**src/rtl/decode_lock_ctrl.sv**
```systemverilog
// Link bring-up controller for a group of 64B/67B RX decoders: sequences decoder
// reset/passthrough, debounces lane lock, retries stuck lanes and reports link state.
module decode_lock_ctrl #(
  parameter int NUM_LANES    = 4,
  parameter int RST_CYCLES   = 16,
  parameter int LOCK_TIMEOUT = 4096,
  parameter int DEBOUNCE     = 8,
  parameter int MAX_RETRIES  = 7
) (
  input  logic                 USER_CLK,
  input  logic                 SYSTEM_RESET,
  input  logic                 ENABLE,
  input  logic                 PASSTHROUGH_REQ,
  input  logic [NUM_LANES-1:0] LANE_LOCKED,
  output logic [NUM_LANES-1:0] DEC_RESET,
  output logic                 DEC_PASSTHROUGH,
  output logic [NUM_LANES-1:0] LANE_UP,
  output logic                 LINK_UP,
  output logic [7:0]           RETRY_CNT,
  output logic                 LINK_FAIL
);

  // The timer also paces the RESET hold, so it must cover both intervals.
  localparam int TMR_W_TO  = (LOCK_TIMEOUT > 2) ? $clog2(LOCK_TIMEOUT) : 1;
  localparam int TMR_W_RST = (RST_CYCLES > 2) ? $clog2(RST_CYCLES) : 1;
  localparam int TMR_W     = (TMR_W_TO > TMR_W_RST) ? TMR_W_TO : TMR_W_RST;
  localparam int DEB_W     = $clog2(DEBOUNCE + 1);

  localparam logic [TMR_W-1:0] TMR_TIMEOUT = TMR_W'(LOCK_TIMEOUT - 1);
  localparam logic [TMR_W-1:0] TMR_RST_END = TMR_W'(RST_CYCLES - 1);
  localparam logic [DEB_W-1:0] DEB_END     = DEB_W'(DEBOUNCE - 1);

  typedef enum logic [2:0] {
    ST_IDLE,
    ST_RESET,
    ST_WAIT_LOCK,
    ST_UP,
    ST_PASS,
    ST_FAIL
  } state_t;

  state_t               state_reg, state_next;
  logic [NUM_LANES-1:0] mask_reg, mask_next;
  logic [TMR_W-1:0]     timer_reg, timer_next;
  logic [DEB_W-1:0]     deb_reg, deb_next;
  logic [7:0]           retry_reg, retry_next;
  logic [7:0]           retry_inc;
  logic                 all_locked;

  logic [NUM_LANES-1:0] dec_reset_reg, dec_reset_next;
  logic [NUM_LANES-1:0] lane_up_reg, lane_up_next;
  logic                 dec_pass_reg, link_up_reg, link_fail_reg;
  logic                 lane_active;

  assign all_locked = &LANE_LOCKED;
  assign retry_inc  = (retry_reg == 8'hFF) ? 8'hFF : retry_reg + 8'd1;

  always_comb begin
    state_next = state_reg;
    mask_next  = mask_reg;
    retry_next = retry_reg;
    case (state_reg)
      ST_IDLE: begin
        if (PASSTHROUGH_REQ) begin
          state_next = ST_PASS;
        end else if (ENABLE) begin
          state_next = ST_RESET;
          mask_next  = '1;
        end
      end
      ST_RESET: begin
        if (timer_reg == TMR_RST_END) state_next = ST_WAIT_LOCK;
      end
      ST_WAIT_LOCK: begin
        // Lock completing on the timeout cycle still counts as success.
        if (all_locked && deb_reg == DEB_END) begin
          state_next = ST_UP;
        end else if (timer_reg == TMR_TIMEOUT) begin
          retry_next = retry_inc;
          if (MAX_RETRIES != 0 && 32'(retry_inc) >= MAX_RETRIES) begin
            state_next = ST_FAIL;
          end else begin
            state_next = ST_RESET;
            mask_next  = ~LANE_LOCKED;
          end
        end
      end
      ST_UP: begin
        if (!all_locked && deb_reg == DEB_END) begin
          state_next = ST_RESET;
          mask_next  = '1;
        end
      end
      ST_PASS: begin
        if (!PASSTHROUGH_REQ) state_next = ST_IDLE;
      end
      ST_FAIL: ;
      default: state_next = ST_IDLE;
    endcase

    if (!ENABLE && state_reg != ST_IDLE && state_reg != ST_PASS) begin
      state_next = ST_IDLE;
      mask_next  = mask_reg;
      retry_next = retry_reg;
    end

    if (state_next == ST_IDLE || state_next == ST_UP) retry_next = 8'd0;
  end

  // Timer and debounce/loss counter restart on every state entry.
  always_comb begin
    timer_next = '0;
    deb_next   = '0;
    if (state_next == state_reg) begin
      if (state_reg == ST_RESET || state_reg == ST_WAIT_LOCK) timer_next = timer_reg + TMR_W'(1);
      if (state_reg == ST_WAIT_LOCK && all_locked) deb_next = deb_reg + DEB_W'(1);
      if (state_reg == ST_UP && !all_locked)       deb_next = deb_reg + DEB_W'(1);
    end
  end

  // Output registers are loaded from the next state so they track the state register.
  always_comb begin
    dec_reset_next = '0;
    case (state_next)
      ST_IDLE,
      ST_FAIL:  dec_reset_next = '1;
      ST_RESET: dec_reset_next = mask_next;
      default:  dec_reset_next = '0;
    endcase
  end

  assign lane_active = (state_next == ST_WAIT_LOCK) || (state_next == ST_UP);

  generate
    for (genvar gi = 0; gi < NUM_LANES; gi++) begin : g_lane_up
      assign lane_up_next[gi] = lane_active & LANE_LOCKED[gi];
    end
  endgenerate

  always_ff @(posedge USER_CLK) begin
    if (SYSTEM_RESET) begin
      state_reg     <= ST_IDLE;
      mask_reg      <= '1;
      timer_reg     <= '0;
      deb_reg       <= '0;
      retry_reg     <= 8'd0;
      dec_reset_reg <= '1;
      dec_pass_reg  <= 1'b0;
      lane_up_reg   <= '0;
      link_up_reg   <= 1'b0;
      link_fail_reg <= 1'b0;
    end else begin
      state_reg     <= state_next;
      mask_reg      <= mask_next;
      timer_reg     <= timer_next;
      deb_reg       <= deb_next;
      retry_reg     <= retry_next;
      dec_reset_reg <= dec_reset_next;
      dec_pass_reg  <= (state_next == ST_PASS);
      lane_up_reg   <= lane_up_next;
      link_up_reg   <= (state_next == ST_UP);
      link_fail_reg <= (state_next == ST_FAIL);
    end
  end

  assign DEC_RESET       = dec_reset_reg;
  assign DEC_PASSTHROUGH = dec_pass_reg;
  assign LANE_UP         = lane_up_reg;
  assign LINK_UP         = link_up_reg;
  assign RETRY_CNT       = retry_reg;
  assign LINK_FAIL       = link_fail_reg;

endmodule

```
**config.mk**
```make
export PLATFORM = sky130hd
export DESIGN_NAME = decode_lock_ctrl
export DESIGN_NICKNAME = d
export VERILOG_FILES = /design/src/rtl/decode_lock_ctrl.sv
export SDC_FILE = /design/constraint.sdc
export NUM_CORES = 1
export LEC_CHECK = 0
export ABC_AREA = 1
export CORE_AREA = 3 3 74 76
export CTS_CLUSTER_SIZE = 12
export DETAILED_ROUTE_END_ITERATION = 10
export DIE_AREA = 0 0 77 79
export MAX_ROUTING_LAYER = met4
export PLACE_DENSITY = 0.72
export SLEW_MARGIN = 20
export SYNTH_ARGS = -nofsm -noshare
export SYNTH_HDL_FRONTEND = slang
export SYNTH_SLANG_ARGS = --single-unit
export TNS_END_PERCENT = 100
```
**constraint.sdc**
```tcl
create_clock -name USER_CLK -period 2.8 [get_ports USER_CLK]
set_clock_uncertainty 0.15 [all_clocks]
set_input_delay 0.28 -clock USER_CLK [delete_from_list [all_inputs] [get_ports USER_CLK]]
set_output_delay 0.28 -clock USER_CLK [all_outputs]
set_load 0.05 [all_outputs]
```
Yosys cells after proc, flatten, opt, wreduce, memory -nomap -nowiden
Index checks and enable logic that the tools add are counted.

Equal/unequal tests: 16. Muxes and demuxes: 22. Reduce and logical (&&, ||, !) cells: 20. $add $sub $neg: 3. Order comparisons: 1. Bitwise operators: 9.

Operators by type and width (number): 4-bit 2-to-1 mux (9); 3-bit 2-to-1 mux (9); 3-bit case mux with 6 select lines (1); 12-bit by 1-bit adder with 12-bit output, second input constant (1); 12-bit == test, second input constant (1); 12-bit by 4-bit == test with 1-bit output, second input constant (1); 3-bit by 2-bit == test with 1-bit output, second input constant (4); 3-bit == test, second input constant (4); 4-bit case mux with 3 select lines (1); 8-bit by 1-bit adder with 8-bit output, second input constant (1); 8-bit == test, second input constant (1); 8-bit by 3-bit greater-or-equal comparator with 1-bit output, second input constant (1); 8-bit 2-to-1 mux (1); 4-bit case mux with 2 select lines (1); 4-bit AND reduction (2); 3-bit by 1-bit == test with 1-bit output, second input constant (2); 1-bit logical AND (6); 3-bit logical NOT (2); 2-bit OR reduction (3); 4-bit by 1-bit adder with 4-bit output, second input constant (1); 1-bit AND (4); 4-bit by 3-bit == test with 1-bit output, second input constant (1); 1-bit NOT (4); 4-bit NOT (1); other kinds (6) (9).

Bits of input ports: 8. Bits in registers: 42.

Logic depth before layout (Yosys ltp)
Depth after elaboration: 11. Gate-level depth with buffers: 15. Depth with buffers taken out: 15.

Worst setup path after synthesis
Ideal clock, no wire load.

Kind: register to register. From: reg retry_reg[0], in the netlist RETRY_CNT[0]. To: reg timer_reg[10]. Cell stages (with the launch flop): 16. Setup slack: 0.290 ns. Required time: 2.529 ns. Clock period less this slack: 2.510 ns. Data arrival time: 2.239 ns. Setup time: 0.121 ns. Path through: dfxtp_1 ha_1 nand2_2 nor2_4 nand2_2 nand2_2 nand2_2 nor2_2 nand3_1 o21ai_2 nand2_2 nand2_4 nand2_2 nand4_4 buf_12 nor2_4.

Word-level cells in the longest chain between the ends: 11. Elaborated cells on any way between the ends: 12. Classes of those cells: 1 x add/sub; 1 x order compare; 2 x eq/ne; 6 x mux; 1 x bitwise; 1 x reduce/logical.

RTL lines: start: declaration (line 46) `logic [7:0] retry_reg, retry_next;`; start signal: assignment (line 157) `retry_reg <= retry_next;`; 8-bit by 1-bit adder with 8-bit output / 8-bit == test (equally long branches) (line 56) `assign retry_inc = (retry_reg == 8'hFF) ? 8'hFF : retry_reg + 8'd1;`; 8-bit 2-to-1 mux * (line 56); 8-bit by 3-bit greater-or-equal comparator with 1-bit output * (line 80) `if (MAX_RETRIES != 0 && 32'(retry_inc) >= MAX_RETRIES) begin`; 3-bit 2-to-1 mux * (line 80); 3-bit 2-to-1 mux * (line 78) `end else if (timer_reg == TMR_TIMEOUT) begin`; 3-bit 2-to-1 mux * (line 76) `if (all_locked && deb_reg == DEB_END) begin`; 3-bit case mux with 6 select lines * (line 62) `case (state_reg)`; 3-bit 2-to-1 mux * (line 101) `if (!ENABLE && state_reg != ST_IDLE && state_reg != ST_PASS) begin`; 3-bit == test * (line 114) `if (state_next == state_reg) begin`; 1-bit NOT (no source line) *; 3-bit OR reduction (no source line) *; end signal: assignment (line 155) `timer_reg <= timer_next;`; end: declaration (line 44) `logic [TMR_W-1:0] timer_reg, timer_next;`.

Mark *: on every way between the ends. The rest lies on a longest branch, timed or not. A chain may end at the register's enable or synchronous reset.

Final worst setup path
From: reg retry_reg[0], in the netlist RETRY_CNT[0]. To: reg timer_reg[0].

Same word-level chain as after synthesis.

==> impl_results.md <==
- RSZ-0062 raised after global routing: no
- # diodes: 0
- # setup viols final: 0
- Nets@finish: 401
- Worst vdd ir: 0.365 mV
- Die Y: 79 um
- FMAX: 0.411 GHz
- Rows: 25
- Skew-Pair Late Insertion Delay: 300 ps
- Initial Util: 0.511
- Final Util: 0.600
- Startpoint Class: register
- Number of flip-flops in the largest register: 12
- Synthesized area: 2440 um^2
- Syn_area_per_cell: 6.85 um^2
- Final Max Slew Viols: 0
- Hold Buf Count CTS: 0
- Via count: 2228
- Relative slew slack: 0.651
- Inserted Clock Buffers: 5
- Vias per cell: 4.86
- Largest net degree at the start of global routing: 16
- CTS H-Tree Depth: 2
- Hpwl dp: 3980 um
- RePlAce Congestion: 0.893
- Fin crit share: 0.868
- DIE AREA: 6080 um^2
- Leakage: 0.00123 uW
- CTS tree: yes
- Pwr dens: 455 nW/um^2
- Synthesized Nets: 368
- Initial antenna violation count: 0
- Register area share after synthesis: 0.344
- FF+latch count, synth: 42
- Worst hold margin: 301 ps
- Max-cap violation count: 0
- Min Tclk post-route: 2430 ps
- Total Power: 1310 uW
- DRC Markers: 0
- Setup bufs post-CTS: 0
- First-pass GRT wire length: 8830 um
- 1st-iter DRT viols: 112
- Actual slew at the worst max-slew pin: 521 ps
- Clock Tree Buf Depth: 2
- Final worst slack: 369 ps
- Post-Place Setup Slack: 315 ps
- Remaining antenna violation count: 0
- Vias in the first global route: 1996
- Die width: 77 um
- WL final: 5120 um
- CP Max Fanout: 12
- Worst Setup Path Type: register to register
- Synthesized instance count: 357
- Clk Tree Root Cell: clkbuf_8
- Clock Sinks: 42
- Core ar.: 4790 um^2
- Worst endpoint data arrival time: 2480 ps
- Post_cts resized: 0
- Synthesis Warnings: 0
- TritonRoute pass-1 iters: 4
- Final hold violation count: 0
- Port Buffers: 26
- GRT Overall Usage: 0.187
- Status: finished clean
- GR Overflow Total: 0
- # IOs: 27
- Share of layout cells above drive strength 1: 0.143
- Fillers: 486
- Netlist cell types: 26
- Worst hold path class: register to register
- Crit. End Element: register
- WL per Instance: 11.2 um
- TNS Setup: 0 ps
- Clk pin slew, worst setup/hold paths: 90 ps
- Area Growth Syn to Fin: 17.5%
- CP Data Required Time: 2850 ps
-- cell usage in the layout, fill, tap and decap left out, drive strengths merged --
| cell type | netlist | layout |
|---|---|---|
| clkbuf | 1 | 5 |
| clkdlybuf4s50 | 0 | 26 |
| ha | 3 | 3 |
| buf | 2 | 3 |
| inv | 49 | 50 |
| nand4 | 9 | 9 |
| xor2 | 6 | 6 |
| nand3b | 1 | 1 |
| xnor2 | 6 | 6 |
| nand2 | 112 | 112 |
| dfxtp | 42 | 42 |
| nor2 | 63 | 63 |
| clkinvlp | 0 | 2 |
| nor3 | 3 | 3 |
| a21oi | 10 | 10 |
| nand3 | 34 | 34 |
| o21ai | 16 | 16 |
-- where the power goes --
| group | switching, uW | internal, uW |
|---|---|---|
| sequential | 18.6 | 624 |
| combinational | 175 | 84.0 |
| clock | 227 | 178 |
| total | 420 | 886 |
-- cells by family (layout without fill, tap and decap cells) --
family                     count (synthesis)  in the layout  share of synthesized area
xor gates and xnor gates                  12             12                     0.0430
AOI/OAI and AO/OA                         26             26                     0.0563
DFF                                       42             42                      0.344
buffers and inverters                     52             86                     0.0880
and+or+nand+nor                          222            222                      0.453
adders and majority gates                  3              3                     0.0154
-- synthesized netlist by cell type --
cell      count  area, um^2
o21ai_2       2        17.5
inv_2         5        18.8
o21ai_1       2        10.0
xnor2_1       6        52.6
nor2_4       14         158
dfxtp_1      42         841
nand3b_1      1        7.51
nand3_1      31         155
nor2_2        5        31.3
o21ai_0      12        60.1
nand3_4       1        17.5
nand2_2      13        81.3
inv_1        44         165
nand2_4       2        22.5
nor3_1        3        15.0
xor2_1        6        52.6
clkbuf_1      1        3.75
nor2_1       44         165
ha_1          3        37.5
nand4_1       8        50.1
nand4_4       1        21.3
nand2_1      97         364
buf_4         1        7.51
nand3_2       2        20.0
a21oi_1      10        50.1
buf_12        1        20.0
-- critical path: stages, from the launching register on --
cell and delay, ps:
dfxtp_1 480, ha_1 230, nand2_2 90, nor2_4 160, nand2_2 70, nand2_2 60, nand2_2 60, nor2_2 70
nand3_1 80, o21ai_2 130, nand2_2 110, nand2_4 110, nand2_2 70, nand4_4 70, buf_4 300, nor2_1 60
-- metal layers --
layer | track usage | part of all wire | vias up
li1 | - | - | 1183
met1 | 0.238 | 0.49 | 1003
met2 | 0.289 | 0.46 | 35
met3 | 0.0363 | 0.033 | 7
met4 | 0.0819 | 0.019 | 0
met5 | - | 0 | -
-- path summary, 6_finish.rpt --
| kind | cells past startpoint | start | to | slack, ps |
|---|---|---|---|---|
| hold / removal | 1 | timer_reg[0] | timer_reg[0] | 300 |
| setup reg to reg | 15 | RETRY_CNT[0] | timer_reg[0] | 370 |
| setup / recovery | 15 | RETRY_CNT[0] | timer_reg[0] | 370 |
| hold reg to reg | 1 | timer_reg[0] | timer_reg[0] | 300 |
-- metrics by stage --
stage | std cells | area, um^2
after floorplan | 357 | 2440
after global placement | 450 | 2780
after detailed placement | 450 | 2780
after CTS | 458 | 2870
after global routing | 458 | 2870
final | 458 | 2870
-- cell type report --
| cell class | instances | area [um^2] | area share |
|---|---|---|---|
| Clock buffer | 5 | 68.8 | 0.0240 |
| Inverter | 49 | 184 | 0.0640 |
| Multi-Input combinational cell | 263 | 1390 | 0.483 |
| Timing Repair Buffer | 29 | 283 | 0.0984 |
| Sequential cell | 42 | 841 | 0.293 |
| Tap cell | 67 | 83.8 | 0.0292 |
| Clock inverter | 3 | 23.8 | 0.00828 |
Note: power is estimated with default switching activity, not from simulation.
